--- config.mk ---
export PLATFORM = sky130hd
export DESIGN_NAME = carfield_domain_seq
export DESIGN_NICKNAME = d
export VERILOG_FILES = /design/src/rtl/carfield_domain_seq.sv
export SDC_FILE = /design/constraint.sdc
export NUM_CORES = 1
export LEC_CHECK = 0
export BUFFER_PORTS_ARGS = -buffer_cell sky130_fd_sc_hd__buf_2
export CORE_UTILIZATION = 60
export CTS_BUF_LIST = sky130_fd_sc_hd__clkbuf_16
export DETAILED_ROUTE_END_ITERATION = 12
export PLACE_DENSITY = 0.83
export SLEW_MARGIN = 20
export SYNTH_ARGS = -nofsm -noshare
export SYNTH_HDL_FRONTEND = slang
export SYNTH_SLANG_ARGS = --single-unit
--- constraint.sdc ---
create_clock -name clk_i -period 4.3 [get_ports clk_i]
set_clock_uncertainty 0.1 [all_clocks]
set_input_delay 0.86 -clock clk_i [delete_from_list [all_inputs] [get_ports clk_i]]
set_output_delay 0.86 -clock clk_i [all_outputs]
set_load 0.005 [all_outputs]
--- src/rtl/carfield_domain_seq.sv ---
// Power/clock-domain sequencer for the gateable Carfield subdomains.
// Services one domain at a time in round-robin order. Power-up enables the
// clock, holds reset for RstCycles, releases reset and waits SettleCycles
// before reporting ready. Power-down asserts reset, keeps the clock running
// for RstCycles, then gates the clock.
module carfield_domain_seq #(
  parameter int unsigned NumDomains   = 6,
  parameter int unsigned RstCycles    = 16,
  parameter int unsigned SettleCycles = 8,
  parameter int unsigned CntWidth     = 8,
  localparam int unsigned IdxWidth    = (NumDomains > 1) ? $clog2(NumDomains) : 1
) (
  input  logic                  clk_i,
  input  logic                  rst_ni,
  input  logic [NumDomains-1:0] domain_en_i,
  output logic [NumDomains-1:0] domain_clk_en_o,
  output logic [NumDomains-1:0] domain_rst_no,
  output logic [NumDomains-1:0] domain_ready_o,
  output logic                  busy_o,
  output logic [IdxWidth-1:0]   cur_domain_o
);

  localparam logic [CntWidth-1:0] RstLast    = CntWidth'(RstCycles - 1);
  localparam logic [CntWidth-1:0] SettleLast = CntWidth'(SettleCycles - 1);
  localparam logic [IdxWidth-1:0] LastIdx    = IdxWidth'(NumDomains - 1);

  typedef enum logic [1:0] {
    IDLE,
    UP_CLK,
    UP_SETTLE,
    DN_RST
  } state_e;

  state_e                state_q, state_d;
  logic [CntWidth-1:0]   cnt_q, cnt_d;
  logic [IdxWidth-1:0]   ptr_q, ptr_d;
  logic [IdxWidth-1:0]   cur_q, cur_d;
  logic [NumDomains-1:0] clk_en_q, clk_en_d;
  logic [NumDomains-1:0] rst_n_q, rst_n_d;
  logic [NumDomains-1:0] ready_q, ready_d;
  logic                  busy_q, busy_d;

  logic [NumDomains-1:0] pending;
  logic                  found;
  logic [IdxWidth-1:0]   sel;
  logic [IdxWidth-1:0]   cand;
  int unsigned           idx;

  // A domain needs service whenever its request disagrees with its ready flag.
  assign pending = domain_en_i ^ ready_q;

  // Pick the first pending domain at or after the round-robin pointer, with wrap.
  always_comb begin
    // NOTE: every signal driven here gets a default before any branch, otherwise
    // a path that skips the assignment would infer a latch.
    found = 1'b0;
    sel   = ptr_q;
    cand  = ptr_q;
    idx   = 0;
    for (int unsigned i = 0; i < NumDomains; i++) begin
      idx = 32'(ptr_q) + i;
      if (idx >= NumDomains) idx = idx - NumDomains;
      cand = IdxWidth'(idx);
      if (!found && pending[cand]) begin
        found = 1'b1;
        sel   = cand;
      end
    end
  end

  // Next-state and next-output logic; only the selected domain's bits move.
  always_comb begin
    state_d  = state_q;
    cnt_d    = cnt_q;
    ptr_d    = ptr_q;
    cur_d    = cur_q;
    clk_en_d = clk_en_q;
    rst_n_d  = rst_n_q;
    ready_d  = ready_q;
    busy_d   = busy_q;

    unique case (state_q)
      IDLE: begin
        if (found) begin
          cur_d  = sel;
          busy_d = 1'b1;
          cnt_d  = '0;
          ptr_d  = (sel == LastIdx) ? '0 : sel + 1'b1;
          if (domain_en_i[sel]) begin
            clk_en_d[sel] = 1'b1;
            state_d       = UP_CLK;
          end else begin
            ready_d[sel] = 1'b0;
            rst_n_d[sel] = 1'b0;
            state_d      = DN_RST;
          end
        end
      end

      UP_CLK: begin
        if (cnt_q == RstLast) begin
          rst_n_d[cur_q] = 1'b1;
          cnt_d          = '0;
          state_d        = UP_SETTLE;
        end else begin
          cnt_d = cnt_q + 1'b1;
        end
      end

      UP_SETTLE: begin
        if (cnt_q == SettleLast) begin
          ready_d[cur_q] = 1'b1;
          busy_d         = 1'b0;
          cnt_d          = '0;
          state_d        = IDLE;
        end else begin
          cnt_d = cnt_q + 1'b1;
        end
      end

      DN_RST: begin
        if (cnt_q == RstLast) begin
          clk_en_d[cur_q] = 1'b0;
          busy_d          = 1'b0;
          cnt_d           = '0;
          state_d         = IDLE;
        end else begin
          cnt_d = cnt_q + 1'b1;
        end
      end

      default: state_d = IDLE;
    endcase
  end

  // State and output registers; reset gates every domain and holds it in reset.
  always_ff @(posedge clk_i or negedge rst_ni) begin
    if (!rst_ni) begin
      state_q  <= IDLE;
      cnt_q    <= '0;
      ptr_q    <= '0;
      cur_q    <= '0;
      clk_en_q <= '0;
      rst_n_q  <= '0;
      ready_q  <= '0;
      busy_q   <= 1'b0;
    end else begin
      // NOTE: non-blocking assignments so every register samples the values
      // from before this edge, independent of statement order.
      state_q  <= state_d;
      cnt_q    <= cnt_d;
      ptr_q    <= ptr_d;
      cur_q    <= cur_d;
      clk_en_q <= clk_en_d;
      rst_n_q  <= rst_n_d;
      ready_q  <= ready_d;
      busy_q   <= busy_d;
    end
  end

  assign domain_clk_en_o = clk_en_q;
  assign domain_rst_no   = rst_n_q;
  assign domain_ready_o  = ready_q;
  assign busy_o          = busy_q;
  assign cur_domain_o    = cur_q;

endmodule

==> results_dict.tcl, run 1 <==
set metrics [dict create \
    finalCritPeriodShare_pct 94.1 \
    yosys_most_used_dff "dfrtp_1" \
    die-area_sq_mm 0.00518 \
    rows 25 \
    fin_setup_tns_ns 0 \
    root_buffer "clkbuf_16" \
    ys_seq_elements 35 \
    n_antenna_cell 0 \
    syn-num-nets 368 \
    port_buffers 29 \
    clk_pin_slew_ns 0.06 \
    worstSkewPairLatency_ns 0.28 \
    crit_start "ptr_q[1]" \
    drt-pass1-iter-count 5 \
    hold_class "reg2reg" \
    routed_wl_um 8180 \
    via_count 2916 \
    antenna_found_initial 0 \
    grtUsageTotal_pct 33.8 \
    r2r-start "ptr_q[1]" \
    synth_compound_area_share_pct 25.4 \
    numCtsBuffers 5 \
    areaGrowthSynthToFinish_pct 12.9 \
    overflow 0 \
    core-area_sq_mm 0.00472 \
    cts_setup_buffers 0 \
    start_util_pct 62.1 \
    cp-end-kind "register" \
    grt_pass1_wl_um 13500 \
    cts.sinks 35 \
    drt-initial-drc-count 263 \
    drv_cap 0 \
    routedWlPerCell_um 18.2 \
    synth_cell_type_count 72 \
    synth_edf_count 0 \
    period_needed_ns 4.05 \
    max_freq_ghz 0.247 \
    gp_congestion 0.972 \
    rsz0062_at_grt "false" \
    die_x_um 71.9 \
    final_cell_mix "42 x nand2_1, 35 x dfrtp_1, 29 x buf_2" \
    cpMaxStageDelayCell "or4b_1" \
    ys_seq_area_share_pct 29.8 \
    reg2reg_depth 11 \
    ios 30 \
    synth_simple_gate_area_share_pct 27.3 \
    synth_top_area_share_pct 29.8 \
    synth_xor_area_share_pct 4.43 \
    path_max_fanout 7 \
    synthAdderAreaFrac_pct 3.84 \
    slew_violations 0 \
    placed_area_sq_mm 0.00317 \
    stdcell_count 450 \
    syn_area_sq_mm 0.00294 \
    cts_tree "built" \
    fp.dieH_um 71.9 \
    path_class "reg2reg" \
    grt_max_degree 36 \
    dp_cells 442 \
    drive_above_1_share_pct 18.8 \
    hold-path-cell-count 1 \
    async_flop_share_pct 100 \
    setup_viol 0 \
    hold_viol 0 \
    final_common_cell "nand2_1" \
    path_cells "inv_1 -> ha_1 -> nor2b_1 -> nor4_1 -> nor3_1 -> o21a_1 -> or4b_1 -> o32ai_2 -> nand2_1 -> nor3_4 -> a32o_1" \
    synth_mux_area_share_pct 4.90 \
    hold_slack_ns 0.392 \
    htreeDepth 2 \
    startpoint_type "register" \
    synth_top_family_by_area "simple AND/OR/NAND/NOR gates" \
    hpwl_um 5990 \
    cts_resized 0 \
    final_area_sq_mm 0.00331 \
    postCtsHoldBufs 0 \
    crit_arrival_ns 4.17 \
    drc 0 \
    reg2reg_slack_ns 0.25 \
    avgSynthCellArea_sq_um 8.36 \
    drtAntennaViolNets 0 \
    relSlewSlack_pct 41.3 \
    min-delay-start "domain_rst_no[3]" \
    tightestPinTransition_ns 0.879 \
    max_stage_delay_ns 0.66 \
    status "finished, final reports clean" \
    clock_path_buffers 2 \
    yosys.area.top_type "dfrtp_1" \
    vias_per_cell 6.48 \
    ys_warn_count 0 \
    yosys-top-cells-area "dfrtp_1 30%, nand2_1 5.4%, ha_1 3.8%" \
    required_ns 4.42 \
    synthCells 351 \
    final_nets 399 \
    grt_pass1_vias 2722 \
]
==> worst paths after layout <==
| check | to |
|---|---|
| setup / recovery | domain_clk_en_o[4] |
| max in group asynchronous | domain_rst_no[1] |
| hold / removal | domain_rst_no[3] |
| min in group asynchronous | cnt_q[5] |
| setup reg to reg | domain_clk_en_o[4] |
| hold reg to reg | domain_rst_no[3] |
==> kinds of logic (layout without fill, tap and decap cells) <==
kind of cell             after synthesis  after routing
AND/OR/NAND/NOR                      145            145
AO/OA/AOI/OAI                        108            108
flip-flops                            35             35
buffers and inverters                 28             60
XOR/XNOR                              14             14
multiplexers                          12             12
adder cells (fa/ha/maj)                9              9
==> metal layers <==
metal	GRT usage (%)	vias to the layer above	part of all wire [%]
met4	15.5	0	3.0
li1	-	1362	-
met5	0	-	0
met2	56.2	134	49
met3	4.31	25	6.3
met1	44.3	1395	42
==> metrics by stage <==
stage	worst slack [ns]	util, %
5_1_grt	0.00562	70.2
6_report	0.254	70.2
2_1_floorplan	0.472	-
3_3_place_gp	0.359	67.2
4_1_cts	0.299	70.2
3_5_place_dp	0.327	67.2
==> critical path, delay by kind of cell, from the launching register on <==
kind	cells	cell delay (ns)
buf+inv	1	0.21
simple gates	6	1.92
fa+ha+maj	1	0.45
compound gates	3	0.79
flops	1	0.50
==> area by class of cell <==
| type | count | area [sq um] |
|---|---|---|
| multi-input combinational | 288 | 1930 |
| sequential | 35 | 876 |
| clock buffer | 5 | 125 |
| tap | 67 | 83.8 |
| timing repair buffer | 42 | 243 |
| inverter | 10 | 37.5 |
| clock inverter | 3 | 16.3 |
| fill | 370 | 1410 |
==> synth_stat cells (6+ instances only) <==
master,n
clkbuf_1,8
ha_1,9
a21oi_1,21
xnor2_1,6
inv_1,9
nand2_1,42
o21ai_0,20
nor2b_1,7
dfrtp_1,35
nor2_1,24
nand3_1,6
buf_2,8
o31ai_1,7
and2_1,6
xor2_1,7
nor3_1,15
==> state kept, by name, summed over array words and instances (netlist names) <==
| register | flops |
|---|---|
| domain_rst_no | 6 |
| domain_clk_en_o | 6 |
| cnt_q | 8 |
| domain_ready_o | 6 |
| state_q | 2 |
| ptr_q | 3 |
| cur_domain_o | 3 |
| busy_o | 1 |
Power of run 1 is left out: the tool's default activity adds up to more than one toggle a clock period on the data nets, which glitch-free logic cannot reach.
==> run 2: changes to the inputs <==
==> constraint.sdc (replaced) <==
create_clock -name clk_i -period 4.7 [get_ports clk_i]
set_clock_uncertainty 0.1 [all_clocks]
set_input_delay 0.94 -clock clk_i [delete_from_list [all_inputs] [get_ports clk_i]]
set_output_delay 0.94 -clock clk_i [all_outputs]
set_load 0.005 [all_outputs]
==> results_dict.tcl, run 2 (synthesis results as in run 1) <==
set metrics [dict create \
    drt-pass1-iter-count 5 \
    final_cell_mix "42 x nand2_1, 35 x dfrtp_1, 29 x buf_2" \
    via_count 2868 \
    largest_register "cnt_q" \
    grt_pass1_vias 2662 \
    cp-end-kind "register" \
    status "finished, final reports clean" \
    port_buffers 29 \
    fillCellCount 369 \
    reg2reg_to "domain_rst_no[3]" \
    hold_viol 0 \
    finalCritPeriodShare_pct 87.6 \
    period_needed_ns 4.12 \
    numCtsBuffers 5 \
    r2r-start "ptr_q[1]" \
    max_freq_ghz 0.243 \
    antenna_found_initial 0 \
    grt_max_degree 36 \
    cts.sinks 35 \
    tightestPinTransition_ns 0.800 \
    core-area_sq_mm 0.00472 \
    reg2reg_depth 12 \
    ios 30 \
    clock_path_buffers 2 \
    cts_setup_buffers 0 \
    hold-path-cell-count 1 \
    areaGrowthSynthToFinish_pct 11.8 \
    fin_setup_tns_ns 0 \
    hpwl_um 5690 \
    hold_class "reg2reg" \
    final_common_cell "nand2_1" \
    grtUsageTotal_pct 31.1 \
    reg2reg_slack_ns 0.58 \
    worstSkewPairLatency_ns 0.28 \
    required_ns 4.77 \
    drive_above_1_share_pct 17.7 \
    cts_tree "built" \
    crit_arrival_ns 4.18 \
    final_nets 395 \
    start_util_pct 62.1 \
    vias_per_cell 6.43 \
    fp.dieH_um 71.9 \
    root_buffer "clkbuf_16" \
    drtAntennaViolNets 0 \
    min_to "domain_clk_en_o[4]" \
    drv_cap 0 \
    postCtsHoldBufs 0 \
    routedWlPerCell_um 17.3 \
    routed_wl_um 7740 \
    drt-initial-drc-count 325 \
    startpoint_type "register" \
    path_class "reg2reg" \
    n_antenna_cell 0 \
    cts_resized 0 \
    rsz0062_at_grt "false" \
    setup_viol 0 \
    largest_reg_flops 8 \
    die-area_sq_mm 0.00518 \
    relSlewSlack_pct 46.6 \
    clk_pin_slew_ns 0.05 \
    die_x_um 71.9 \
    path_max_fanout 17 \
    rows 25 \
    overflow 0 \
    htreeDepth 2 \
    gp_congestion 0.942 \
    slew_violations 0 \
    min-delay-start "domain_clk_en_o[4]" \
    drc 0 \
    grt_pass1_wl_um 12500 \
]
run 2: changes by cell type in the layout (fill, tap and decap cells not counted):
cell | before | now
buf_4 | 13 | 9
o21ai_1 | 5 | 4
o21ai_0 | 19 | 20
inv_1 | 10 | 11
clkinvlp_4 | 1 | 0
run 2: layout make-up:
| class | count | area [sq um] | share of cell area (%) |
|---|---|---|---|
| well taps | 67 | 83.8 | 2.56 |
| repair buffers | 38 | 213 | 6.48 |
| multi-input cells | 288 | 1930 | 58.9 |
| flip-flops and latches | 35 | 876 | 26.7 |
| clock buffers | 5 | 125 | 3.81 |
| clock inverters | 3 | 12.5 | 0.381 |
| inverters | 10 | 37.5 | 1.14 |
run 2: worst max path at each step:
stage,from,to,slack [ns],cells past startpoint
floorplan,ptr_q[0],ptr_q[1],0.87,17
global placement,domain_en_i[2],domain_rst_no[2],0.48,11
detailed placement,domain_en_i[0],domain_rst_no[3],0.43,11
CTS,ptr_q[1],domain_rst_no[3],0.62,12
global route,ptr_q[1],domain_rst_no[3],0.33,12
finish,ptr_q[1],domain_rst_no[3],0.58,12
run 2: critical path: stages (launching register included):
cell and delay [ns]:
dfrtp_1 0.45, inv_1 0.17, ha_1 0.62, a211o_1 0.15, mux2i_1 0.10, a32o_2 0.28
nor4_4 0.22, or4b_1 0.62, o22ai_1 0.23, a21oi_1 0.08, o21ai_2 0.51, nand4b_1 0.24
a21o_1 0.23
run 2: stage by stage:
stage / instances / hold slack [ns] / utilization [%] / area [sq um] / worst slack [ns]
after floorplan: 351 / 0.372 / - / 2940 / 0.872
after global placement: 438 / 0.373 / 66.5 / 3140 / 0.480
after detailed placement: 438 / 0.372 / 66.5 / 3140 / 0.432
after CTS: 446 / 0.392 / 69.5 / 3280 / 0.622
after global routing: 446 / 0.395 / 69.5 / 3280 / 0.327
final: 446 / 0.397 / 69.5 / 3280 / 0.582
run 2: routing by layer:
metal,wire length (um),global-route usage (%),up-vias,share of wire [%]
met3,540,3.61,20,7.0
li1,-,-,1351,-
met1,3300,41.4,1344,43
met2,3720,50.7,153,48
met4,177,15.3,0,2.3
met5,0,0,-,0
Power of run 2 is left out for the same reason.
==> run 3: changes to the inputs <==
--- a/config.mk
+++ b/config.mk
@@ -6,9 +6,11 @@
 export NUM_CORES = 1
 export LEC_CHECK = 0
 export BUFFER_PORTS_ARGS = -buffer_cell sky130_fd_sc_hd__buf_2
+export CORE_ASPECT_RATIO = 0.5
 export CORE_UTILIZATION = 60
 export CTS_BUF_LIST = sky130_fd_sc_hd__clkbuf_16
 export DETAILED_ROUTE_END_ITERATION = 12
+export GPL_TIMING_DRIVEN = 0
 export PLACE_DENSITY = 0.83
 export SLEW_MARGIN = 20
 export SYNTH_ARGS = -nofsm -noshare
==> results_dict.tcl, run 3 (synthesis results as in run 1) <==
set metrics [dict create \
    die-area_sq_mm 0.00519 \
    fp.dieH_um 51.5 \
    drv_cap 0 \
    drc 0 \
    hold_class "reg2reg" \
    port_buffers 29 \
    worstSkewPairLatency_ns 0.28 \
    clock_path_buffers 2 \
    fin_ws_ns 0.271 \
    startpoint_type "register" \
    grt_pass1_vias 2720 \
    areaGrowthSynthToFinish_pct 14.1 \
    gp_congestion 0.902 \
    routed_wl_um 8070 \
    multi_input_area_sq_mm 0.00194 \
    hold-path-cell-count 1 \
    largest_register "cnt_q" \
    htreeDepth 2 \
    period_needed_ns 4.43 \
    largest_reg_flops 8 \
    final_common_cell "nand2_1" \
    required_ns 4.79 \
    core-area_sq_mm 0.00455 \
    fillCellCount 347 \
    tightestPinTransition_ns 1.00 \
    rsz0062_at_grt "false" \
    stdcell_count 455 \
    min_to "domain_rst_no[3]" \
    antenna_found_initial 0 \
    hold_viol 0 \
    path_max_fanout 11 \
    path_class "reg2reg" \
    drt-pass1-iter-count 5 \
    hpwl_um 5820 \
    n_antenna_cell 0 \
    vias_per_cell 6.51 \
    status "finished, final reports clean" \
    reg2reg_slack_ns 0.27 \
    root_buffer "clkbuf_16" \
    start_util_pct 64.5 \
    post-place-ws_ns -0.0265 \
    drt-initial-drc-count 251 \
    postCtsHoldBufs 0 \
    finalCritPeriodShare_pct 94.2 \
    cp-end-kind "register" \
    r2r-start "ptr_q[0]" \
    rows 17 \
    placed_area_sq_mm 0.00316 \
    overflow 0 \
    clk_pin_slew_ns 0.06 \
    final_nets 405 \
    setup_viol 0 \
    die_x_um 101 \
    final_area_sq_mm 0.00335 \
    max_freq_ghz 0.226 \
    dp_cells 446 \
    reg2reg_depth 17 \
    final_cell_mix "42 x nand2_1, 37 x buf_2, 35 x dfrtp_1" \
    drive_above_1_share_pct 19.0 \
    cts.sinks 35 \
    crit_arrival_ns 4.52 \
    grt_max_degree 36 \
    seqCellArea_sq_um 876 \
    min-delay-start "domain_rst_no[3]" \
    grt_pass1_wl_um 13400 \
    relSlewSlack_pct 33.2 \
    reg2reg_to "ptr_q[2]" \
    cts_tree "built" \
    slew_violations 0 \
    grtUsageTotal_pct 34.1 \
    drtAntennaViolNets 0 \
    routedWlPerCell_um 17.7 \
    ios 30 \
    numCtsBuffers 5 \
    via_count 2963 \
]
## run 3: repair_timing
action | 4_1_cts | 5_1_grt
endpoints found under the setup margin | 3 | 17
pin swaps | 0 | 1
buffers inserted | 0 | 1
gates resized for setup | 1 | 2
## run 3: worst max-delay path by stage
stage / slack (ns) / endpoint / startpoint
2_1_floorplan: 0.87 / ptr_q[1] / ptr_q[0]
3_3_place_gp: 0.09 / ptr_q[1] / ptr_q[0]
3_5_place_dp: -0.03 / ptr_q[2] / ptr_q[0]
4_1_cts: 0.06 / domain_rst_no[5] / ptr_q[0]
5_1_grt: 0.08 / ptr_q[2] / ptr_q[0]
6_report: 0.27 / ptr_q[2] / ptr_q[0]
## run 3: layout make-up
| class | instances | area share, % |
|---|---|---|
| Sequential cell | 35 | 26.1 |
| Buffer | 18 | 2.69 |
| Multi-Input combinational cell | 288 | 58.0 |
| Inverter | 10 | 1.12 |
| Clock inverter | 3 | 1.31 |
| Tap cell | 66 | 2.47 |
| Timing Repair Buffer | 30 | 4.56 |
| Clock buffer | 5 | 3.74 |
## run 3: routing by layer
metal  global-route usage, %  routed length [um]  vias up
met3                    6.70                 574        8
met5                       0                   0        -
met2                    56.1                3860      138
met1                    46.7                3580     1438
li1                        -                   -     1379
met4                    8.21                  60        0
## run 3: critical path, cell delays in order, from the launching register on
cell and delay, ns:
dfrtp_1 0.42, buf_4 0.20, inv_2 0.11, buf_2 0.29, ha_1 0.28, buf_2 0.16
clkbuf_1 0.22, and4_1 0.26, o22ai_1 0.33, nor2_1 0.10, a211oi_2 0.26, a21oi_1 0.19
o21a_1 0.27, o21ai_0 0.26, and2_1 0.26, clkbuf_2 0.30, a21oi_1 0.14, a22oi_1 0.19
## run 3: stage by stage
stage,utilization (%),TNS [ns],hold slack [ns]
floorplan,-,0,0.372
global placement,69.5,0,0.365
detailed placement,69.5,-0.0265,0.365
CTS,73.2,0,0.380
global route,73.6,0,0.388
finish,73.6,0,0.381
Power of run 3 is left out for the same reason.
